File: src/rtl/noc_rr_arbiter_pkg.sv
// Shared types and helpers for the round-robin NoC output arbiter.
package noc_arb_pkg;

  typedef enum logic {
    IDLE  = 1'b0,
    GRANT = 1'b1
  } arb_state_e;

  localparam int FLITID_W_DEF = 3;
  localparam int HEAD_ID_DEF  = 1;

  // Next port index after idx, wrapping back to 0 at n.
  function automatic int wrap_inc(input int idx, input int n);
    return (idx + 1 >= n) ? 0 : idx + 1;
  endfunction

endpackage

File: src/rtl/noc_rr_pick.sv
// Round-robin picker: first set bit of req_i at start_i, start_i+1, ... with wrap.
// When excl_start_i is set, start_i itself is skipped (used on release so the
// outgoing owner cannot immediately re-win).
module noc_rr_pick #(
  parameter int NPORTS = 5,
  parameter int IW     = $clog2(NPORTS)
) (
  input  logic [NPORTS-1:0] req_i,
  input  logic [IW-1:0]     start_i,
  input  logic              excl_start_i,
  output logic              found_o,
  output logic [IW-1:0]     idx_o
);

  // Linear scan from the start index; the earliest candidate in wrap order wins.
  always_comb begin
    int            c;
    logic [IW-1:0] ci;
    found_o = 1'b0;
    idx_o   = '0;
    c       = 0;
    ci      = '0;
    for (int k = 0; k < NPORTS; k++) begin
      c = int'(start_i) + k;
      if (c >= NPORTS) c = c - NPORTS;
      ci = c[IW-1:0];
      if (!found_o && !(excl_start_i && k == 0) && req_i[ci]) begin
        found_o = 1'b1;
        idx_o   = ci;
      end
    end
  end

endmodule

File: src/rtl/noc_rr_arbiter.sv
// Round-robin output arbiter with per-port hold limits taken from header flits.
// A limit of 0 lets the owner hold the grant for as long as it requests.
module noc_rr_arbiter
  import noc_arb_pkg::*;
#(
  parameter int NPORTS   = 5,
  parameter int LEN_W    = 12,
  parameter int FLITID_W = FLITID_W_DEF,
  parameter int HEAD_ID  = HEAD_ID_DEF
) (
  input  logic                       clk,
  input  logic                       rst,
  input  logic [NPORTS-1:0]          req_i,
  input  logic [NPORTS*FLITID_W-1:0] flit_id_i,
  input  logic [NPORTS*LEN_W-1:0]    length_i,
  output logic [NPORTS-1:0]          grant_o,
  output logic                       grant_valid_o,
  output logic [$clog2(NPORTS)-1:0]  owner_o,
  output logic                       timeout_o
);

  localparam int IW = $clog2(NPORTS);

  arb_state_e        state_q, state_d;
  logic [NPORTS-1:0] grant_q, grant_d;
  logic [IW-1:0]     owner_q, owner_d;
  logic [IW-1:0]     ptr_q, ptr_d;
  logic [LEN_W-1:0]  cnt_q, cnt_d;
  logic              timeout_q, timeout_d;
  logic [LEN_W-1:0]  limit_q [NPORTS];

  logic              pick_found;
  logic [IW-1:0]     pick_idx;
  logic [IW-1:0]     pick_start;
  logic              pick_excl;
  logic [LEN_W-1:0]  lim_own;
  logic              expiry;
  logic              release_own;

  // One picker serves both paths: from ptr when idle, from the owner (excluded) on release.
  assign pick_start = (state_q == IDLE) ? ptr_q : owner_q;
  assign pick_excl  = (state_q == GRANT);

  noc_rr_pick #(.NPORTS(NPORTS), .IW(IW)) u_pick (
    .req_i        (req_i),
    .start_i      (pick_start),
    .excl_start_i (pick_excl),
    .found_o      (pick_found),
    .idx_o        (pick_idx)
  );

  assign lim_own     = limit_q[owner_q];
  assign expiry      = (lim_own != '0) && (cnt_q >= lim_own - LEN_W'(1));
  assign release_own = !req_i[owner_q] || expiry;

  // Per-port limit capture on every header flit, regardless of grant state.
  always_ff @(posedge clk) begin
    for (int i = 0; i < NPORTS; i++) begin
      if (rst) begin
        limit_q[i] <= '0;
      end else if (flit_id_i[i*FLITID_W +: FLITID_W] == FLITID_W'(HEAD_ID)) begin
        limit_q[i] <= length_i[i*LEN_W +: LEN_W];
      end
    end
  end

  // State and registered-output update.
  always_ff @(posedge clk) begin
    if (rst) begin
      state_q   <= IDLE;
      grant_q   <= '0;
      owner_q   <= '0;
      ptr_q     <= '0;
      cnt_q     <= '0;
      timeout_q <= 1'b0;
    end else begin
      state_q   <= state_d;
      grant_q   <= grant_d;
      owner_q   <= owner_d;
      ptr_q     <= ptr_d;
      cnt_q     <= cnt_d;
      timeout_q <= timeout_d;
    end
  end

  // Next-state: stay granted while someone owns the output.
  always_comb begin
    state_d = state_q;
    case (state_q)
      IDLE:    if (pick_found) state_d = GRANT;
      GRANT:   if (release_own && !pick_found) state_d = IDLE;
      default: state_d = IDLE;
    endcase
  end

  // Output/datapath next values: grant vector, owner, count, pointer, timeout pulse.
  always_comb begin
    grant_d   = grant_q;
    owner_d   = owner_q;
    ptr_d     = ptr_q;
    cnt_d     = cnt_q;
    timeout_d = 1'b0;
    case (state_q)
      IDLE: begin
        if (pick_found) begin
          grant_d           = '0;
          grant_d[pick_idx] = 1'b1;
          owner_d           = pick_idx;
          cnt_d             = '0;
        end
      end
      GRANT: begin
        if (release_own) begin
          ptr_d     = IW'(wrap_inc(int'(owner_q), NPORTS));
          timeout_d = expiry;
          cnt_d     = '0;
          grant_d   = '0;
          if (pick_found) begin
            grant_d[pick_idx] = 1'b1;
            owner_d           = pick_idx;
          end else begin
            owner_d = '0;
          end
        end else if (cnt_q != '1) begin
          cnt_d = cnt_q + LEN_W'(1);
        end
      end
      default: begin
        grant_d = '0;
        owner_d = '0;
        cnt_d   = '0;
      end
    endcase
  end

  assign grant_o       = grant_q;
  assign grant_valid_o = |grant_q;
  assign owner_o       = owner_q;
  assign timeout_o     = timeout_q;

endmodule

File: config.mk
export PLATFORM = sky130hd
export DESIGN_NAME = noc_rr_arbiter
export DESIGN_NICKNAME = d
export VERILOG_FILES = /design/src/rtl/noc_rr_arbiter_pkg.sv /design/src/rtl/noc_rr_pick.sv /design/src/rtl/noc_rr_arbiter.sv
export SDC_FILE = /design/constraint.sdc
export NUM_CORES = 1
export LEC_CHECK = 0
export ABC_AREA = 1
export CAP_MARGIN = 30
export CORE_UTILIZATION = 50
export DETAILED_ROUTE_END_ITERATION = 10
export GPL_TIMING_DRIVEN = 1
export PLACE_DENSITY_LB_ADDON = 0.15
export SYNTH_ARGS = -nofsm -noshare
export SYNTH_HDL_FRONTEND = slang
export SYNTH_SLANG_ARGS = --single-unit
File: constraint.sdc
create_clock -name clk -period 4 [get_ports clk]
set_input_delay 0.8 -clock clk [delete_from_list [all_inputs] [get_ports clk]]
set_output_delay 0.8 -clock clk [all_outputs]
set_load 0.005 [all_outputs]
Yosys cells after proc, flatten, opt, wreduce, memory -nomap -nowiden
Memory sizes are Yosys's and may differ from the RTL's. A register that Yosys moved wholly into a read port is not among the register bits.
Cells that the tools add are included.
Widths: inputs -> output; s select.
- register bits: 25
- latch bits: 0
- bits in writable memories: 60
- ROM bits: 0
- bits of input ports: 82
- word-level logic and storage cells: 142
- memories: 1
- memories (memory ; depth ; width ; rd ports ; clocked after memory_dff ; wr ports ; line ; source):
    limit_q ; 5 ; 12 ; 1 ; 1 ; 5 ; noc_rr_arbiter.sv:30 ; logic [LEN_W-1:0] limit_q [NPORTS];
- add/subtract/negate cells: 12
- multiply operators: 0
- divide/modulo/power cells: 0
- magnitude comparators: 15
- equality and inequality tests: 9
- shifts and indexed selects: 0
- muxes and demuxes: 70
- bitwise logic cells: 7
- reduce and logical (&&, ||, !) cells: 22
- operator list (operator ; number):
    $mux 12 ; 8
    $mux 3 ; 17
    $mux 1 ; 31
    $lt 3x4->1 const B ; 7
    $pmux 12 s2 ; 1
    $ge 4x3->1 const B ; 5
    $bmux 1 s3 ; 6
    $eq 3x1->1 const B ; 5
    $mux 5 ; 3
    $sub 3x3->3 const B ; 5
    $add 12x1->12 const B ; 1
    $ge 12x12->1 ; 1
    $ne 12x12->1 const B ; 1
    $reduce_bool 12->1 ; 1
    $sub 12x1->12 const B ; 1
    $pmux 5 s2 ; 1
    $add 3x1->4 const B ; 2
    $add 3x2->4 const B ; 2
    $logic_and 1x1->1 ; 8
    $logic_not 1->1 ; 7
    $pmux 3 s2 ; 1
    $reduce_and 2->1 ; 3
    $or 1x1->1 ; 5
    $reduce_or 5->1 ; 1
    other kinds (11) ; 12

Depth between registers and ports, before layout
- word-level depth: 26
- depth in mapped cells: 28
- mapped depth without buffers: 26

Modules after synthesis
From an unflattened synthesis, not the netlist that was laid out.
- cell total of the unflattened synthesis: 863
- area total of the unflattened synthesis: 6291.0 um^2
- by module, submodules not included (module ; times used ; cells each ; area an instance (um^2) ; sequential area each (um^2)):
    noc_rr_arbiter ; 1 ; 681 ; 5242.5 ; 2362.3
    noc_rr_pick ; 1 ; 182 ; 1048.5 ; 0.0

Worst setup path after synthesis
Ideal clock, no wire load.
- kind: flip-flop to flip-flop
- start point: register with a tool-made name
- end point: register cnt_q[7]
- arrival time: 3.220 ns
- slack: 0.667 ns
- stages on the path, launching flop included: 27
- path buffers: 3
- path through: dfxtp_1 buf_6 inv_4 buf_2 o21ai_0 o22ai_1 mux2i_1 nand2_1 nor2_1 nand3_1 nor2_1 nand2_1 nor3_1 xnor2_1 ha_1 nand2_1 nor2_1 nand3_1 nand4_1 nand2_2 nand3_4 clkinv_2 nand2_4 nand2_4 buf_12 o21ai_1 nor2_1
- RTL lines (element ; line ; source):
    end signal: assignment ; noc_rr_arbiter.sv:81 ; cnt_q <= cnt_d;
    end: declaration ; noc_rr_arbiter.sv:28 ; logic [LEN_W-1:0] cnt_q, cnt_d;

==> metrics <==
status=complete, no violations; Net Switching=2420 uW; Worst VDD drop=662 uV; synthesized area per cell=7.92 um^2; clock buffer depth=2; Cell Pwr Density=693 nW/um^2; Setup-failing EPs final=0; critical path fanouts, max=24; worst slack, placed=223 ps; combinational share of power=0.585; Num CTS Buffers=9; RR Endpoint=cnt_q[5]; post-route setup TNS=0 ps; Final Skew=7.97 ps; DR vias/cell=5.27; I/O Pins=92; r2r setup slk=370 ps; remaining global-route overflow=0; register area=2360 um^2; H-tree levels=3; worst skew pair latency=350 ps; fin. max-slew vios=0; die footprint=12300 um^2; vias in the first global route=5112; row count=39; Root Buffer=clkbuf_16; synth-to-layout area growth=22.9%; Synth cell types=48; kind of critical path=reg -> reg; Core Region=11500 um^2; routability cong.=0.942; CP endpoint kind=flop; Critical Path End=cnt_q[5]; Pint=2640 uW; Hold Buf Count CTS=0; port bufs=91; sequential share of the synthesized area=0.398; CTS tree=built; DRT iter0 DRCs=373; worst slew pin tran=861 ps; largest net degree at the start of global routing=25; Synthesis Warnings=0; placed cell area=6940 um^2; Multi-input gate area=2970 um^2; Max Freq=0.275 GHz; Syn Std Cell Area=5930 um^2; Filler cells=1014; drt drc=0; Antenna diodes=0; # clock sinks=88; Fin Hold WS=478 ps; drt wl/cell=14.8 um; post-DP HPWL=11600 um; initial antenna violation count=0; Yosys reg bits=88; post-synth net total=856; cells on worst reg2reg path=24; final layout net count=948; ANT nets after route=0; Detailed Route WL=14600 um; Initial Utilization=0.517; Clk pwr share=0.175; Die Span Y=111 um; switching portion of total power=0.479; clock slew at reported path FFs=70 ps; first-pass GRT wire length=23600 um; routed vias=5212; max-cap violation count=0; Setup crit start kind=flop; relative slew slack=0.419; share of layout cells above drive strength 1=0.129; Critical Path RT=4240 ps; period utilization=0.908; GRT Overall Usage=0.242; Flop pwr share=0.240; LEAKAGE=0.00323 uW; die width=111 um; worst path arrival time=3870 ps; Mapped Cells=749; minimum clock period=3630 ps; post-route cell area=7290 um^2; router iterations before antenna repair=5; Setup WS post-layout=370 ps; HP Class=reg -> reg; overall power=5060 uW; Final Hold Viols=0
## worst max-delay path: stages, from the launching register on
cell and delay, ps:
dfxtp_1 340, buf_4 210, o21ai_0 260, o22ai_1 140, nand2_1 70, o21ai_1 140
nor2_2 190, nand3_2 130, nor2_4 140, nand2_1 70, nor3_1 170, xnor2_1 150
ha_1 260, nand2_1 80, nor2_1 50, a211oi_1 160, nand4_1 130, nand2_2 150
nand3_4 120, clkinv_2 130, nand2_4 80, nand2_8 130, inv_1 80, nor2_1 80
nor2_1 50
## logic make-up (layout without fill, tap and decap cells)
family,Yosys count,in the layout,synth area share
AO/OA/AOI/OAI,104,104,0.111
XOR/XNOR,19,19,0.0306
adder cells (fa/ha/maj),25,25,0.0527
buffers and inverters,148,245,0.108
flip-flops,88,88,0.398
multiplexers,2,2,0.00401
AND/OR/NAND/NOR,363,363,0.296
## layout by cell type (no fill, tap or decap), types with 9 or more instances in the layout
cell and n:
nor2_1 122, inv_1 118, nand2_1 104, clkdlybuf4s50_1 91, edfxtp_1 60, nand3_1 48, o21ai_0 33, dfxtp_1 28
ha_1 25, nand4_1 23, nand2_2 20, o21ai_1 17, a21oi_1 17, xor2_1 12, o22ai_1 11, buf_4 10
clkbuf_16 9
## worst min-delay path by stage
stage | end | from | cells past startpoint
4_1_cts | ptr_q[0] | ptr_q[0] | 2
3_5_place_dp | ptr_q[0] | ptr_q[0] | 2
2_1_floorplan | ptr_q[0] | ptr_q[0] | 2
3_3_place_gp | ptr_q[0] | ptr_q[0] | 2
5_1_grt | ptr_q[0] | ptr_q[0] | 2
6_report | ptr_q[0] | ptr_q[0] | 2
## power by group through the flow
stage                     Clock [uW]  Sequential (uW)  Combinational, uW
after floorplan                    0             1170               2300
after global placement             0             1230               2800
after detailed placement           0             1230               2880
after CTS                        888             1210               2900
after global routing             922             1230               3300
final                            884             1210               2960
## cell usage after synthesis (all sizes together)
library cell | n | area share
o41ai | 1 | 0.0015
dfxtp | 28 | 0.094
edfxtp | 60 | 0.30
nand2 | 131 | 0.10
a31oi | 1 | 0.0011
xnor2 | 5 | 0.0074
nor3 | 10 | 0.0084
o211ai | 3 | 0.0038
o21ai | 59 | 0.059
o22ai | 11 | 0.012
nand3b | 4 | 0.0051
clkinv | 1 | 0.00084
nand3 | 58 | 0.063
o311ai | 1 | 0.0015
nor4 | 3 | 0.0042
or2 | 8 | 0.0084
a21oi | 25 | 0.027
xor2 | 14 | 0.023
nor2 | 126 | 0.083
inv | 127 | 0.082
nand4 | 23 | 0.024
ha | 25 | 0.053
clkbuf | 7 | 0.0044
buf | 13 | 0.021
a211oi | 1 | 0.0013
o21bai | 2 | 0.0032
mux2i | 2 | 0.0040
## registers in the layout (all words and copies together), names as in the netlist, named ones only
name / cells
cnt_q: 12
grant_o: 5
limit_q: 60
owner_o: 3
pick_excl: 1
ptr_q: 3
timeout_o: 1
## layer usage
| layer | global-route usage | vias up | routed length [um] |
|---|---|---|---|
| met2 | 0.433 | 190 | 7430 |
| met5 | 0 | - | 0 |
| li1 | - | 2631 | - |
| met4 | 0.103 | 0 | 393 |
| met3 | 0.0405 | 32 | 830 |
| met1 | 0.284 | 2359 | 5950 |
## stage by stage
| stage | util | cells |
|---|---|---|
| 2_1_floorplan | - | 749 |
| 3_3_place_gp | 0.605 | 972 |
| 3_5_place_dp | 0.605 | 972 |
| 4_1_cts | 0.632 | 988 |
| 5_1_grt | 0.636 | 989 |
| 6_report | 0.636 | 989 |
## layout make-up
class                   count  area share
multi-input cells         513       0.407
flip-flops and latches     88       0.324
repair buffers            101       0.135
inverters                 128      0.0671
clock buffers               9      0.0309
well taps                 143      0.0245
clock inverters             7      0.0115
## repair_timing
action                                  in CTS  in global routing
buffers inserted                             0                  1
resized for setup                            0                  9
endpoints found under the setup margin       0                 24
Note: power is estimated with default switching activity, not from simulation.
